[src/rtl/cp0_commit_ctrl.sv]
// cp0_commit_ctrl: sequencer in front of the single CP0 write port.
// Arbitrates exception commit, ERET and MTC0 from write-back, expands
// exceptions/ERET into ordered single-register writes, stalls write-back
// while busy and finishes with a one-cycle flush carrying the redirect PC.
module cp0_commit_ctrl #(
    parameter logic [31:0] EX_VECTOR   = 32'hBFC00380,
    parameter logic [4:0]  ADDR_BADV   = 5'd8,
    parameter logic [4:0]  ADDR_STATUS = 5'd12,
    parameter logic [4:0]  ADDR_CAUSE  = 5'd13,
    parameter logic [4:0]  ADDR_EPC    = 5'd14
) (
    input  logic        clk,
    input  logic        resetn,
    input  logic        ex_req,
    input  logic [31:0] ex_pc,
    input  logic        ex_bd,
    input  logic [4:0]  ex_code,
    input  logic [31:0] ex_badvaddr,
    input  logic        eret_req,
    input  logic        mtc0_req,
    input  logic [4:0]  mtc0_addr,
    input  logic [31:0] mtc0_wdata,
    input  logic [31:0] status_in,
    input  logic [31:0] cause_in,
    input  logic [31:0] epc_in,
    output logic        req_ready,
    output logic        cp0_wen,
    output logic [4:0]  cp0_waddr,
    output logic [31:0] cp0_wdata,
    output logic        flush,
    output logic [31:0] flush_pc
);

    typedef enum logic [2:0] {
        S_IDLE,
        S_MTC0,
        S_W_EPC,
        S_W_CAUSE,
        S_W_BADV,
        S_W_STAT,
        S_FLUSH
    } state_t;

    state_t state_q, state_d;

    // Copies of the request taken at acceptance; the sequence never looks
    // at the live inputs again, so write-back may change them freely.
    logic        is_ex_q,     is_ex_d;
    logic [31:0] pc_q,        pc_d;
    logic        bd_q,        bd_d;
    logic [4:0]  code_q,      code_d;
    logic [31:0] badv_q,      badv_d;
    logic [31:0] status_q,    status_d;
    logic [31:0] cause_q,     cause_d;
    logic [31:0] epc_q,       epc_d;
    logic [4:0]  maddr_q,     maddr_d;
    logic [31:0] mdata_q,     mdata_d;

    logic accept;
    logic addr_err;

    assign accept   = (state_q == S_IDLE) && (ex_req || eret_req || mtc0_req);
    assign addr_err = (code_q == 5'd4) || (code_q == 5'd5);

    // State register; reset abandons any sequence in flight.
    always_ff @(posedge clk or negedge resetn) begin
        if (!resetn) begin
            state_q <= S_IDLE;
        end else begin
            state_q <= state_d;
        end
    end

    // Latched request fields, reloaded only when a request is accepted.
    always_ff @(posedge clk or negedge resetn) begin
        if (!resetn) begin
            is_ex_q  <= 1'b0;
            pc_q     <= 32'd0;
            bd_q     <= 1'b0;
            code_q   <= 5'd0;
            badv_q   <= 32'd0;
            status_q <= 32'd0;
            cause_q  <= 32'd0;
            epc_q    <= 32'd0;
            maddr_q  <= 5'd0;
            mdata_q  <= 32'd0;
        end else begin
            is_ex_q  <= is_ex_d;
            pc_q     <= pc_d;
            bd_q     <= bd_d;
            code_q   <= code_d;
            badv_q   <= badv_d;
            status_q <= status_d;
            cause_q  <= cause_d;
            epc_q    <= epc_d;
            maddr_q  <= maddr_d;
            mdata_q  <= mdata_d;
        end
    end

    // Field capture: everything is snapshotted together on acceptance.
    always_comb begin
        is_ex_d  = is_ex_q;
        pc_d     = pc_q;
        bd_d     = bd_q;
        code_d   = code_q;
        badv_d   = badv_q;
        status_d = status_q;
        cause_d  = cause_q;
        epc_d    = epc_q;
        maddr_d  = maddr_q;
        mdata_d  = mdata_q;
        if (accept) begin
            is_ex_d  = ex_req;
            pc_d     = ex_pc;
            bd_d     = ex_bd;
            code_d   = ex_code;
            badv_d   = ex_badvaddr;
            status_d = status_in;
            cause_d  = cause_in;
            epc_d    = epc_in;
            maddr_d  = mtc0_addr;
            mdata_d  = mtc0_wdata;
        end
    end

    // Next-state: fixed priority ex > eret > mtc0 in IDLE, then walk the writes.
    always_comb begin
        state_d = state_q;
        case (state_q)
            S_IDLE: begin
                if (ex_req) begin
                    state_d = status_in[1] ? S_W_CAUSE : S_W_EPC;
                end else if (eret_req) begin
                    state_d = S_W_STAT;
                end else if (mtc0_req) begin
                    state_d = S_MTC0;
                end
            end
            S_MTC0:    state_d = S_IDLE;
            S_W_EPC:   state_d = S_W_CAUSE;
            S_W_CAUSE: state_d = addr_err ? S_W_BADV : S_W_STAT;
            S_W_BADV:  state_d = S_W_STAT;
            S_W_STAT:  state_d = S_FLUSH;
            S_FLUSH:   state_d = S_IDLE;
            default:   state_d = S_IDLE;
        endcase
    end

    // Outputs decoded purely from state and the latched fields.
    always_comb begin
        req_ready = 1'b0;
        cp0_wen   = 1'b0;
        cp0_waddr = 5'd0;
        cp0_wdata = 32'd0;
        flush     = 1'b0;
        flush_pc  = 32'd0;
        case (state_q)
            S_IDLE: begin
                req_ready = 1'b1;
            end
            S_MTC0: begin
                cp0_wen   = 1'b1;
                cp0_waddr = maddr_q;
                cp0_wdata = mdata_q;
            end
            S_W_EPC: begin
                cp0_wen   = 1'b1;
                cp0_waddr = ADDR_EPC;
                cp0_wdata = bd_q ? (pc_q - 32'd4) : pc_q;
            end
            S_W_CAUSE: begin
                cp0_wen   = 1'b1;
                cp0_waddr = ADDR_CAUSE;
                cp0_wdata = {bd_q, cause_q[30:7], code_q, cause_q[1:0]};
            end
            S_W_BADV: begin
                cp0_wen   = 1'b1;
                cp0_waddr = ADDR_BADV;
                cp0_wdata = badv_q;
            end
            S_W_STAT: begin
                cp0_wen   = 1'b1;
                cp0_waddr = ADDR_STATUS;
                cp0_wdata = is_ex_q ? (status_q | 32'h2) : (status_q & ~32'h2);
            end
            S_FLUSH: begin
                flush    = 1'b1;
                flush_pc = is_ex_q ? EX_VECTOR : epc_q;
            end
            default: begin
                req_ready = 1'b0;
            end
        endcase
    end

endmodule

[config.mk]
export PLATFORM = sky130hd
export DESIGN_NAME = cp0_commit_ctrl
export DESIGN_NICKNAME = d
export VERILOG_FILES = /design/src/rtl/cp0_commit_ctrl.sv
export SDC_FILE = /design/constraint.sdc
export NUM_CORES = 1
export LEC_CHECK = 0
export ABC_AREA = 0
export CELL_PAD_IN_SITES_DETAIL_PLACEMENT = 0
export CELL_PAD_IN_SITES_GLOBAL_PLACEMENT = 1
export CORE_MARGIN = 2
export CORE_UTILIZATION = 41
export DETAILED_ROUTE_END_ITERATION = 12
export PLACE_DENSITY = 0.95
export SLEW_MARGIN = 20
export SYNTH_ARGS = -nofsm -noshare
export SYNTH_HDL_FRONTEND = slang
export SYNTH_SLANG_ARGS = --single-unit
[constraint.sdc]
create_clock -name clk -period 4.2 [get_ports clk]
set_input_delay 0.63 -clock clk [delete_from_list [all_inputs] [get_ports clk]]
set_output_delay 0.63 -clock clk [all_outputs]
set_load 0.05 [all_outputs]
# Yosys cells after proc, flatten, opt, wreduce, memory -nomap -nowiden

Index checks and enable logic that the tools add are counted.

Multiplexer cells: 15
Equal/unequal tests: 9
$add $sub $neg: 1
Reductions and logical operators: 6

Operators by type and width:

| cell                                                 | number |
|---|---|
| one-hot mux 32 bit (5 select lines)                  | 1 |
| two-way mux 32 bit                                   | 3 |
| subtractor 32 x 3 -> 32 bit (second input constant)  | 1 |
| one-hot mux 5 bit (5 select lines)                   | 1 |
| one-hot mux 3 bit (5 select lines)                   | 1 |
| equality test 5 x 3 -> 1 bit (second input constant) | 2 |
| equality test 3 bit (second input constant)          | 3 |
| two-way mux 3 bit                                    | 3 |
| equality test 3 x 2 -> 1 bit (second input constant) | 2 |
| two-way mux 1 bit                                    | 5 |
| OR reduction 5 bit                                   | 1 |
| inequality test 4 bit (second input constant)        | 1 |
| equality test 3 x 1 -> 1 bit (second input constant) | 1 |
| logical NOT 3 bit                                    | 1 |
| logical OR 1 bit                                     | 3 |
| two-way mux 2 bit                                    | 1 |
| logical AND 1 bit                                    | 1 |

Output and inout bits: 72
Register bits after elaboration: 206
Logic and storage cells: 42
Input bits: 208

# Logic depth before layout (Yosys ltp)

Depth in word-level cells: 4
Depth in mapped cells: 8
Mapped depth without buffers: 6

# Worst setup path after synthesis

Ideal clock, no wire load.

Path type: flip-flop to output port
Start point: register pc_q[8]
End point: output port cp0_wdata[15]
Data required time: 3.570 ns
Setup slack: 0.645 ns
Data arrival time: 2.925 ns
Stages on the path, launching flop included: 7
Cells stage by stage: dfrtp_1 > or4_1 > buf_2 > or4_4 > buf_6 > xor2_1 > o21ai_0

Word-level cells in the longest chain between the ends: 3

RTL lines:

| element                             | RTL line | source |
|---|---|---|
| start, declared                     | 49       | `logic [31:0] pc_q, pc_d;` |
| start signal, assigned              | 89       | `pc_q <= pc_d;` |
| subtractor 32 x 3 -> 32 bit         | 170      | `cp0_wdata = bd_q ? (pc_q - 32'd4) : pc_q;` |
| two-way mux 32 bit                  | 170      |  |
| one-hot mux 32 bit (5 select lines) | 158      | `case (state_q)` |
| end, declared                       | 29       | `output logic [31:0] cp0_wdata,` |

Every way passes these cells.

# Final worst setup path

Start point: register pc_q[2]
End point: output port cp0_wdata[24]

Same word-level chain as after synthesis.

==> out/summary.txt <==
Run status = complete, no violations
First-pass GRT wire length = 43500 um
CP top delay family = simple AND/OR/NAND/NOR gates
Worst EP arrival = 3.40 ns
Fillers = 2007
Share of cells above drive strength 1 = 29.5%
CTS max path bufs = 2
Die width = 158 um
Primary FF master, synth = dfrtp_1
Placed Cells = 1349
Launch point of the worst reg-to-reg path = state_q[2]$_DFFE_PN0P_
Leakage = 0.00544 uW
Overall routed net length = 28500 um
Std-Cell Rows = 56
Sequential-to-total area share from yosys stat = 51.4%
Clk_lat worst skew = 0.43 ns
CP Max Fanout = 10
IO buf count = 273
Peak VDD IR = 0.000695 V
Vias in the first global route = 8021
Final Setup Violations = 0
Reg clk slew, reported paths = 0.08 ns
Max incr delay on CP = 0.80 ns
ANT nets after route = 0
Netlist cell types = 56
Clock Skew = 0.0124 ns
Remaining DRCs = 0
Slew Limit Fails = 0
Initial antenna violation count = 1
Crit-path cells = inv_1 > ha_1 > nor4bb_1 > nand4_1 > buf_4 > or4_1 > nand3_1 > clkdlybuf4s50_1
CTS sink count = 200
Mapped Nets = 1006
Gr usage total = 23.1%
Post-synthesis cell area = 9730 um^2
Met1 Wirelength = 10900 um
Final TNS setup = 0 ns
Drt pass-1 iters = 5
Vias/cell = 5.39
Synthesized flop and latch total = 200
Ant. Diodes = 0
Max Clk Rate = 248 MHz
Final GP Congestion = 0.848
Total power = 11500 uW
Synth Instances = 797
Met3 routed WL = 2580 um
Crit path launch type = flip-flop
EDFF count, synth = 0
Ys async rst share = 100%
Hold crit path type = input port to asynchronous set/reset pin
Synth Area per Inst = 12.2 um^2
DR WL met2 = 14400 um
Critical Path RT = 3.57 ns
Fin crit share = 96.0%
Largest net degree at the start of global routing = 120
Hold Vio Cnt, Final = 0
Fin util = 57.2%
Reg-to-reg slack, setup = 1.36 ns
Final min period = 4.03 ns
Core ar. = 23400 um^2
Die area = 25000 um^2
Worst reg2reg path depth = 5
IO Pins = 280
Least-Margin Pin Slew = 0.962 ns
HPWL Detailed = 21100 um
Crit path buffers/inverters = 3
Reg area = 5010 um^2
WS Path Type = flip-flop to primary output
Top layer in use = met5
Max_slew headroom = 35.9%
Reg-to-Reg End = badv_q[5]$_DFFE_PN0P_
First DRT Iteration DRCs = 441
CTS tree = built
Max-Cap Viols = 0
Unrepaired setup endpoints after global routing = no
Final net count = 1260
Critical path's slowest cell = clkdlybuf4s50_1
Post-Layout Cell Count = 1383
Cts bufs inserted = 17
Initial core utilization = 41.6%
Clk root buf = clkbuf_16
Footprint of the multi-input gates = 4430 um^2
Total gr overflow = 0
H-tree depth = 4
Yosys warning total = 0
Layout area overhead = 37.7%
PD cells = 861 nW/um^2
Crit. End Element = primary output
Die Y = 158 um
Mean routed wirelength per cell = 20.6 um
Routed vias = 7459
==> per-layer routing <==
metal,track usage (%),up-vias
met5,0,-
met4,5.83,2
met3,7.83,33
met2,40.6,321
met1,27.1,3669
li1,-,3434
==> worst reg2reg max path, cell delays in order (launching register included) <==
cell     delay [ns]
dfrtp_2        0.53
buf_4          0.24
nor3_1         0.38
and2_4         0.80
buf_4          0.41
mux2_2         0.37
==> cells in the final DEF (no fill, tap or decap), types with 3 or more instances in the layout <==
| cell | instances |
|---|---|
| xnor2_1 | 7 |
| or3_1 | 9 |
| nor2b_1 | 5 |
| a211oi_1 | 4 |
| inv_8 | 4 |
| nor3_1 | 9 |
| o311ai_0 | 6 |
| buf_4 | 46 |
| dlymetal6s2s_1 | 3 |
| a221o_1 | 4 |
| clkdlybuf4s50_1 | 243 |
| nor2_1 | 47 |
| or2_2 | 5 |
| inv_1 | 8 |
| mux2i_1 | 6 |
| dfrtp_1 | 197 |
| and2_1 | 20 |
| mux2_2 | 217 |
| a21oi_1 | 11 |
| nand4_1 | 5 |
| clkbuf_8 | 3 |
| inv_6 | 3 |
| buf_12 | 4 |
| clkbuf_16 | 17 |
| nor4_1 | 8 |
| o211ai_1 | 6 |
| or4_1 | 10 |
| a22oi_1 | 32 |
| nand3_1 | 13 |
| a211o_1 | 3 |
| nand2_1 | 20 |
| a2bb2oi_1 | 15 |
| o21ai_0 | 19 |
| dfrtp_2 | 3 |
| o221ai_1 | 4 |
| xor2_1 | 6 |
==> synth_stat cells (all sizes together), types with 3 or more instances <==
library cell / instances / area [um^2]
mux2i: 6 / 60.1
xor2: 6 / 52.6
o21ai: 19 / 95.1
nor4: 8 / 50.1
nand2: 20 / 75.1
nand3: 13 / 65.1
o221ai: 4 / 35.0
o311ai: 6 / 52.6
nand4: 5 / 31.3
or4b: 3 / 30.0
mux2: 217 / 2440
nor3: 9 / 45.0
and2: 21 / 131
a2bb2oi: 15 / 131
clkbuf: 37 / 139
a221o: 4 / 40.0
o211ai: 6 / 45.0
nor2b: 6 / 37.5
a211o: 3 / 26.3
or3: 9 / 56.3
xnor2: 7 / 61.3
a21oi: 11 / 55.1
dfrtp: 200 / 5000
inv: 8 / 30.0
nor2: 47 / 176
a211oi: 4 / 30.0
or2: 5 / 31.3
buf: 26 / 131
or4: 11 / 86.3
a22oi: 32 / 240
==> cell type report <==
type	count	area share [%]
clock buffer	19	3.38
clock inverter	13	1.16
inverter	8	0.224
multi-input combinational	526	33.1
sequential	200	37.4
tap	319	2.98
timing repair buffer	298	21.8
==> state kept, by name (all words and copies together) (netlist names), 5 cells and up <==
| name | cells |
|---|---|
| mdata_q | 32 |
| badv_q | 32 |
| status_q | 31 |
| epc_q | 32 |
| pc_q | 32 |
| maddr_q | 5 |
| code_q | 5 |
| cause_q | 26 |
==> what timing repair did <==
| action | CTS | global route |
|---|---|---|
| endpoints found under the setup margin | 3 | 3 |
| buffers inserted | 2 | 0 |
| pin swaps | 1 | 0 |
| hold endpoints to repair | 0 | 0 |
| hold buffers | 0 | 0 |
| gates resized for setup | 1 | 3 |
==> worst max-delay path by stage <==
stage / to / depth (start not counted) / startpoint
after floorplan: cp0_wdata[15] / 6 / pc_q[8]$_DFFE_PN0P_
after global placement: cp0_wdata[21] / 5 / pc_q[7]$_DFFE_PN0P_
after detailed placement: cp0_wdata[30] / 7 / pc_q[2]$_DFFE_PN0P_
after CTS: cp0_wdata[31] / 5 / bd_q$_DFFE_PN0P_
after global routing: cp0_wdata[29] / 5 / pc_q[18]$_DFFE_PN0P_
final: cp0_wdata[24] / 8 / pc_q[2]$_DFFE_PN0P_
==> metrics by stage <==
step	cell area [um^2]	hold slack [ns]	setup WS (ns)
final	13400	0.331	0.167
after global routing	13400	0.415	0.0516
after CTS	13400	0.375	0.0155
after detailed placement	12800	0.488	0.415
after global placement	12800	0.482	0.465
after floorplan	9730	0.334	0.645
==> power by group <==
part | leakage, uW | total [uW] | internal (uW) | switching (uW)
clock network | 0.000298 | 1700 | 884 | 813
registers | 0.00235 | 3630 | 2940 | 695
logic | 0.00279 | 6200 | 2800 | 3400
==> kinds of logic after synthesis <==
logic type | synth area share [%]
AOI/OAI and AO/OA | 8.95
xor gates and xnor gates | 1.17
adders and majority gates | 0.129
buffers and inverters | 3.09
DFF | 51.4
muxes | 25.7
and+or+nand+nor | 9.48
(Power assumes the default switching activity.)
